`config.mk`:
```
export PLATFORM = sky130hd
export DESIGN_NAME = adc_serial_responder
export DESIGN_NICKNAME = d
export VERILOG_FILES = /design/src/rtl/adc_serial_pkg.sv /design/src/rtl/adc_sync_edge.sv /design/src/rtl/adc_serial_responder.sv
export SDC_FILE = /design/constraint.sdc
export NUM_CORES = 1
export LEC_CHECK = 0
export CAP_MARGIN = 20
export CORE_MARGIN = 2
export CORE_UTILIZATION = 45
export DETAILED_ROUTE_END_ITERATION = 10
export GPL_ROUTABILITY_DRIVEN = 0
export HOLD_SLACK_MARGIN = 0.02
export PLACE_DENSITY = 0.71
export SKIP_CTS_REPAIR_TIMING = 1
export SLEW_MARGIN = 20
export SYNTH_ARGS = -nofsm -noshare
export SYNTH_HDL_FRONTEND = slang
export SYNTH_SLANG_ARGS = --single-unit
```
`constraint.sdc`:
```
create_clock -name clk -period 2.5 [get_ports clk]
set_clock_uncertainty 0.2 [all_clocks]
set_input_delay 0.375 -clock clk [delete_from_list [all_inputs] [get_ports clk]]
set_output_delay 0.375 -clock clk [all_outputs]
set_load 0.03 [all_outputs]
```
`src/rtl/adc_serial_pkg.sv`:
```
// Shared definitions for the serial ADC responder.
//   DATA_W_DEF      : default result width in bits
//   CONV_CYCLES_DEF : default conversion time in clk cycles (17 us at 50 MHz)
//   frame_state_t   : serial frame FSM states
//   conv_state_t    : converter FSM states
package adc_serial_pkg;

  localparam int unsigned DATA_W_DEF      = 8;
  localparam int unsigned CONV_CYCLES_DEF = 850;

  typedef enum logic [1:0] {
    IDLE  = 2'd0,
    SHIFT = 2'd1,
    TAIL  = 2'd2
  } frame_state_t;

  typedef enum logic {
    READY = 1'b0,
    CONV  = 1'b1
  } conv_state_t;

endpackage

```
`src/rtl/adc_sync_edge.sv`:
```
// Multi-stage synchronizer with edge pulses on the synchronized copy.
//   clk, rst_n : system clock, synchronous active-low reset
//   din        : asynchronous input pin
//   rise, fall : one-cycle pulses on synchronized rising/falling edges
// RESET_VAL sets the assumed idle level so no spurious edge leaves reset.
module adc_sync_edge #(
  parameter int unsigned SYNC_STAGES = 2,
  parameter logic        RESET_VAL   = 1'b0
) (
  input  logic clk,
  input  logic rst_n,
  input  logic din,
  output logic rise,
  output logic fall
);

  logic [SYNC_STAGES-1:0] sync_q;
  logic                   prev_q;

  always_ff @(posedge clk) begin
    if (!rst_n) begin
      sync_q <= {SYNC_STAGES{RESET_VAL}};
      prev_q <= RESET_VAL;
    end else begin
      sync_q[0] <= din;
      for (int unsigned i = 1; i < SYNC_STAGES; i++) begin
        sync_q[i] <= sync_q[i-1];
      end
      prev_q <= sync_q[SYNC_STAGES-1];
    end
  end

  assign rise =  sync_q[SYNC_STAGES-1] & ~prev_q;
  assign fall = ~sync_q[SYNC_STAGES-1] &  prev_q;

endmodule

```
`src/rtl/adc_serial_responder.sv`:
```
// Converter-side model of the 3-wire serial ADC link.
//   clk, rst_n   : system clock, synchronous active-low reset
//   adc_cs_n     : chip-select from the reader (asynchronous)
//   adc_clk      : serial clock from the reader (asynchronous)
//   adc_data     : serial data, MSB first, shifted on adc_clk falling edges
//   adc_data_oe  : high while a frame is selected (tri-state enable model)
//   sample_in    : value latched when a conversion starts
//   result       : last completed conversion, shifted out by the next frame
//   conv_busy    : high while a conversion runs
//   frame_done   : one-cycle pulse on the final shifting edge of a frame
//   conv_err     : sticky, chip-select fell during a conversion
module adc_serial_responder
  import adc_serial_pkg::*;
#(
  parameter int unsigned DATA_W      = DATA_W_DEF,
  parameter int unsigned CONV_CYCLES = CONV_CYCLES_DEF,
  parameter int unsigned SYNC_STAGES = 2
) (
  input  logic              clk,
  input  logic              rst_n,
  input  logic              adc_cs_n,
  input  logic              adc_clk,
  output logic              adc_data,
  output logic              adc_data_oe,
  input  logic [DATA_W-1:0] sample_in,
  output logic [DATA_W-1:0] result,
  output logic              conv_busy,
  output logic              frame_done,
  output logic              conv_err
);

  localparam int unsigned BIT_W = (DATA_W > 1) ? $clog2(DATA_W) : 1;
  localparam int unsigned CNT_W = (CONV_CYCLES > 1) ? $clog2(CONV_CYCLES) : 1;
  localparam logic [BIT_W-1:0] LAST_BIT = BIT_W'(DATA_W - 1);
  localparam logic [CNT_W-1:0] CNT_LOAD = CNT_W'(CONV_CYCLES - 1);

  logic cs_rise, cs_fall;
  logic sclk_fall, sclk_rise_unused;

  adc_sync_edge #(
    .SYNC_STAGES (SYNC_STAGES),
    .RESET_VAL   (1'b1)
  ) u_sync_cs (
    .clk   (clk),
    .rst_n (rst_n),
    .din   (adc_cs_n),
    .rise  (cs_rise),
    .fall  (cs_fall)
  );

  adc_sync_edge #(
    .SYNC_STAGES (SYNC_STAGES),
    .RESET_VAL   (1'b0)
  ) u_sync_sclk (
    .clk   (clk),
    .rst_n (rst_n),
    .din   (adc_clk),
    .rise  (sclk_rise_unused),
    .fall  (sclk_fall)
  );

  // Frame FSM. adc_data is the shift register MSB: zeros shift in behind
  // the data, so the line reads 0 in TAIL and IDLE without extra muxing.
  frame_state_t      frame_q, frame_nxt;
  logic [DATA_W-1:0] shift_q, shift_nxt;
  logic [BIT_W-1:0]  bit_cnt_q, bit_cnt_nxt;
  logic              oe_nxt, done_nxt;

  always_ff @(posedge clk) begin
    if (!rst_n) begin
      frame_q     <= IDLE;
      shift_q     <= '0;
      bit_cnt_q   <= '0;
      adc_data_oe <= 1'b0;
      frame_done  <= 1'b0;
    end else begin
      frame_q     <= frame_nxt;
      shift_q     <= shift_nxt;
      bit_cnt_q   <= bit_cnt_nxt;
      adc_data_oe <= oe_nxt;
      frame_done  <= done_nxt;
    end
  end

  always_comb begin
    frame_nxt   = frame_q;
    shift_nxt   = shift_q;
    bit_cnt_nxt = bit_cnt_q;
    oe_nxt      = adc_data_oe;
    done_nxt    = 1'b0;
    unique case (frame_q)
      IDLE: begin
        if (cs_fall) begin
          shift_nxt   = result;
          bit_cnt_nxt = '0;
          oe_nxt      = 1'b1;
          frame_nxt   = SHIFT;
        end
      end
      SHIFT: begin
        if (cs_rise) begin
          shift_nxt = '0;
          oe_nxt    = 1'b0;
          frame_nxt = IDLE;
        end else if (sclk_fall) begin
          shift_nxt   = {shift_q[DATA_W-2:0], 1'b0};
          bit_cnt_nxt = bit_cnt_q + 1'b1;
          if (bit_cnt_q == LAST_BIT) begin
            shift_nxt = '0;
            done_nxt  = 1'b1;
            frame_nxt = TAIL;
          end
        end
      end
      TAIL: begin
        if (cs_rise) begin
          shift_nxt = '0;
          oe_nxt    = 1'b0;
          frame_nxt = IDLE;
        end
      end
      default: begin
        shift_nxt = '0;
        oe_nxt    = 1'b0;
        frame_nxt = IDLE;
      end
    endcase
  end

  assign adc_data = shift_q[DATA_W-1];

  // Converter FSM.
  conv_state_t       conv_q, conv_nxt;
  logic [CNT_W-1:0]  cnt_q, cnt_nxt;
  logic [DATA_W-1:0] latch_q, latch_nxt;
  logic [DATA_W-1:0] result_nxt;
  logic              busy_nxt, err_nxt;

  always_ff @(posedge clk) begin
    if (!rst_n) begin
      conv_q    <= READY;
      cnt_q     <= '0;
      latch_q   <= '0;
      result    <= '0;
      conv_busy <= 1'b0;
      conv_err  <= 1'b0;
    end else begin
      conv_q    <= conv_nxt;
      cnt_q     <= cnt_nxt;
      latch_q   <= latch_nxt;
      result    <= result_nxt;
      conv_busy <= busy_nxt;
      conv_err  <= err_nxt;
    end
  end

  always_comb begin
    conv_nxt   = conv_q;
    cnt_nxt    = cnt_q;
    latch_nxt  = latch_q;
    result_nxt = result;
    busy_nxt   = conv_busy;
    err_nxt    = conv_err | (cs_fall & conv_busy);
    unique case (conv_q)
      READY: begin
        if (frame_done) begin
          latch_nxt = sample_in;
          cnt_nxt   = CNT_LOAD;
          busy_nxt  = 1'b1;
          conv_nxt  = CONV;
        end
      end
      CONV: begin
        // frame_done here comes from an erroneous frame; it is ignored.
        if (cnt_q == '0) begin
          result_nxt = latch_q;
          busy_nxt   = 1'b0;
          conv_nxt   = READY;
        end else begin
          cnt_nxt = cnt_q - 1'b1;
        end
      end
      default: begin
        busy_nxt = 1'b0;
        conv_nxt = READY;
      end
    endcase
  end

endmodule

```
==> impl.org <==
** Run status
- Run status :: finished, final reports clean

** Setup path
- STA puts the critical path data arrival time at 2.10 ns.
- STA classifies the critical path startpoint as a flip-flop.
- Data on the critical path is required at its endpoint by 2.54 ns.
- Logic depth of the worst register-to-register path :: 6
- Kind of cell with the highest combined delay on the critical path :: compound AO/OA/AOI/OAI gates
- Largest fanout on the critical path :: 9
- CP Capture Type :: flip-flop
- Counting both buffers and inverters, the worst setup path holds a total of 1.
- Standard cell with the maximum stage delay on the critical path :: a211oi_4
- Crit path depth :: 6
- In this design, the stage delay of the slowest critical-path cell is 0.45 ns.
- Kind of critical path :: flip-flop to flip-flop
- The signal on the critical path passes through inv_1 > ha_1 > or2_2 > o211ai_4 > a211oi_4 > o221a_2.

** Place
- Once detailed placement completed, the half-perimeter wirelength came to 3120 um.
- Area after DPL :: between 2000 and 2500 um^2
- Number of buffer cells added on primary ports :: 24

** STA
- Unrepaired setup endpoints after global routing :: no
- Of the available clock period, the critical path in the final layout requires 82.4%.
- Min Tclk post-route :: 2.06 ns
- Max Clk Rate :: 486 MHz
- Final count of negative-setup-slack endpoints :: 0
- Slew of the pin with the lowest slew margin :: between 0.6 and 0.7 ns
- Number of max-slew violations in the final report :: 0
- Max-Slew Margin vs Limit :: 59.2%
- Setup total negative slack on the finished layout was measured at 0 ns.
- The final number of hold-violating endpoints came to 0.

** Power
- Worst supply voltage drop on vdd :: 0.240 mV
- Switching power as a share of total power :: 20.4%
- P_int :: 1.16 mW
- Proportion of power drawn by flip-flops and latches :: approximately 55%
- For this design the ratio of total power to cell area is approximately 560 nW/um^2.
- Of the total power, combinational logic draws 5.6%.
- Share of power burned in the clock network :: 39.1%
- The analysis attributes to cell leakage a power of 0.982 nW.
- Summed over all nets, the switching power comes to 0.298 mW.

** Logic synthesis
- The synthesized design contains 50 register bits.
- The synthesized design contains 0 enable-type register cells.
- In the post-synthesis netlist, the cell with the most instances is dfxtp_1.
- Sequential elements use 45.8% of the synthesized area.
- Synthesized net count :: roughly 250
- For this run, the leading register cell type out of synthesis is dfxtp_1.
- Top area cells in the synthesized netlist :: dfxtp_1 46%, mux2i_1 6.0%, nand2_1 4.8%
- In the synthesized netlist the async set-or-reset flop fraction comes to 0%.
- Synth cell count leaders :: 50 x dfxtp_1, 28 x nand2_1, 23 x nor2_1, 15 x a21oi_1, 13 x mux2i_1
- Library cell with the largest summed area after synthesis :: dfxtp_1
- Fraction of post-synthesis cell area in the top cell type by area :: 45.8%
- In this run, distinct cell masters in the synthesized netlist total 46.
- Yosys printed 0 warnings.
- Gate count after technology mapping :: 236
- Summing every instance area after synthesis gives 2180 um^2.
- Mean cell area of the mapped netlist :: 9.25 um^2

** Floorplan
- In this run the core area contains 25 standard-cell rows.
- 25 I/O pins were placed.
- The die is 73.7 um wide.
- Chip height :: 73.7 um
- For this configuration, the core starts out at a cell density of 46.5%.
- The core region is 4690 um^2.
- Die Area :: ~5400 um^2

** Cells and area
- Share of cells above drive strength 1 :: 10.4%
- Total non-filler cell area in the finished layout :: 2590 um^2
- Final-stage net count :: 278
- The filler cells instantiated in the layout total approximately 420.
- Summing all multi-input logic gate instances after layout gives about 1100 um^2.
- # diodes :: 0
- Across the whole layout, storage elements account for 1000 um^2.
- Area growth from synthesis to layout :: 18.6%

** Detailed routing
- Total routed wirelength :: 4290 um
- In the final routed layout, each cell accounts on average for 13.7 um.
- Initial drt markers :: 110
- The count of nets left with antenna violations once routing finished came out at 0.
- Vias post-DR :: 1730
- After detailed routing, the number of remaining DRC violations is 0.
- First drt pass iteration count :: 4
- Via/cell ratio :: 5.51

** Clocking
- Cell at the root of the clock tree :: clkbuf_8
- Clock-pin transition on the worst setup and hold timing paths :: ~0.090 ns
- Number of CTS-inserted buffers :: 5
- Clock Latency Late Sink :: 0.29 ns
- CTS tree :: yes
- Total clock sinks :: 50
- In this run the number of H-tree levels came out at 2.
- The longest clock path from root to sink contains 2 buffers.

** Run
- The tool flagged a number of max-cap violations equal to 0.

** Min path
- The path class of the tightest hold or removal check is flip-flop to flip-flop.
- Hold Path Stages :: 1

** GRT
- The number of global-route vias before repair is 1637.
- Global routing used ~18% of the available tracks across all layers.
- First-pass GRT wire length :: around 7500 um
- The total overflow left after global routing is 0.
- The initial antenna violation count is 0.
- Entering global routing, the biggest net connects 19 pins.
-- layout by cell type (no fill, tap or decap), drive strengths merged, types with 2 or more instances in the layout --
master and instances:
a211o 2, a211oi 4, a21oi 15, a22oi 8, a311oi 2, a31o 2
a31oi 2, and2 3, and3 2, buf 5, clkbuf 6, clkdlybuf4s50 24
dfxtp 50, ha 6, inv 10, mux2i 13, nand2 28, nand2b 5
nand3 7, nand4 5, nor2 23, nor2b 2, nor3 3, nor4 3
o211ai 2, o21ai 3, o2bb2ai 7, o31ai 2, or2 2, or3 2
or4 2
-- registers in the layout, summed over array words and instances, names as in the netlist --
name,cells
u_sync_cs.prev_q,1
cnt_q,10
bit_cnt_q,3
frame_q,2
shift_q,8
u_sync_cs.sync_q,2
u_sync_sclk.prev_q,1
latch_q,8
conv_busy,1
conv_err,1
adc_data_oe,1
conv_q,1
frame_done,1
u_sync_sclk.sync_q,2
result,8
-- worst reg2reg max path, cell delays in order (launching register included) --
cell	delay (ns)
dfxtp_1	0.35
inv_1	0.08
ha_1	0.36
or2_2	0.21
o211ai_4	0.11
a211oi_4	0.45
o221a_2	0.26
-- layer usage --
layer / global-route usage, % / wire, um / vias to the layer above
met4: 5.05 / 40 / 0
met1: 23.6 / 2040 / 813
li1: - / - / 895
met2: 28.2 / 2110 / 17
met3: 3.98 / 104 / 5
met5: 0 / 0 / -
-- power by group through the flow --
| stage | clock [mW] | sequential (mW) | combinational, mW |
|---|---|---|---|
| finish | 0.569 | 0.805 | 0.0814 |
| detailed placement | 0 | 0.824 | 0.0818 |
| global route | 0.618 | 0.807 | 0.0894 |
| global placement | 0 | 0.824 | 0.0816 |
| floorplan | 0 | 0.825 | 0.0488 |
| CTS | 0.584 | 0.805 | 0.0821 |
-- through the flow --
| stage | hold WS, ns | util (%) | setup slack, ns | instances | total power, mW |
|---|---|---|---|---|---|
| floorplan | 0.186 | - | 0.645 | 236 | 0.874 |
| CTS | 0.220 | 55.2 | 0.434 | 314 | 1.47 |
| global placement | 0.190 | 52.8 | 0.460 | 307 | 0.905 |
| finish | 0.216 | 55.2 | 0.441 | 314 | 1.46 |
| global route | 0.256 | 55.2 | 0.220 | 314 | 1.51 |
| detailed placement | 0.199 | 52.8 | 0.447 | 307 | 0.906 |
-- area by class of cell --
type	count	share of cell area, %
multi-input cells	163	42.0
flip-flops and latches	50	38.7
repair buffers	29	10.7
clock buffers	6	3.19
well taps	54	2.61
inverters	11	1.59
clock inverters	1	1.16
-- path summary, 6_finish.rpt --
| check | startpoint | endpoint | slack, ns |
|---|---|---|---|
| min reg2reg | u_sync_cs.sync_q[0] | u_sync_cs.sync_q[1] | 0.22 |
| min | u_sync_cs.sync_q[0] | u_sync_cs.sync_q[1] | 0.22 |
| max | frame_q[1] | frame_q[1] | 0.44 |
| max reg2reg | frame_q[1] | frame_q[1] | 0.44 |
-- cell families (layout without fill, tap and decap cells) --
group,Yosys count,after routing,share of synthesized area (%)
adder cells (fa/ha/maj),6,6,3.44
buffers and inverters,23,47,4.30
AO/OA/AOI/OAI,55,55,19.8
flip-flops,50,50,45.8
AND/OR/NAND/NOR,88,88,20.2
multiplexers,14,14,6.48
No activity file was read; power rests on OpenSTA's default activity.
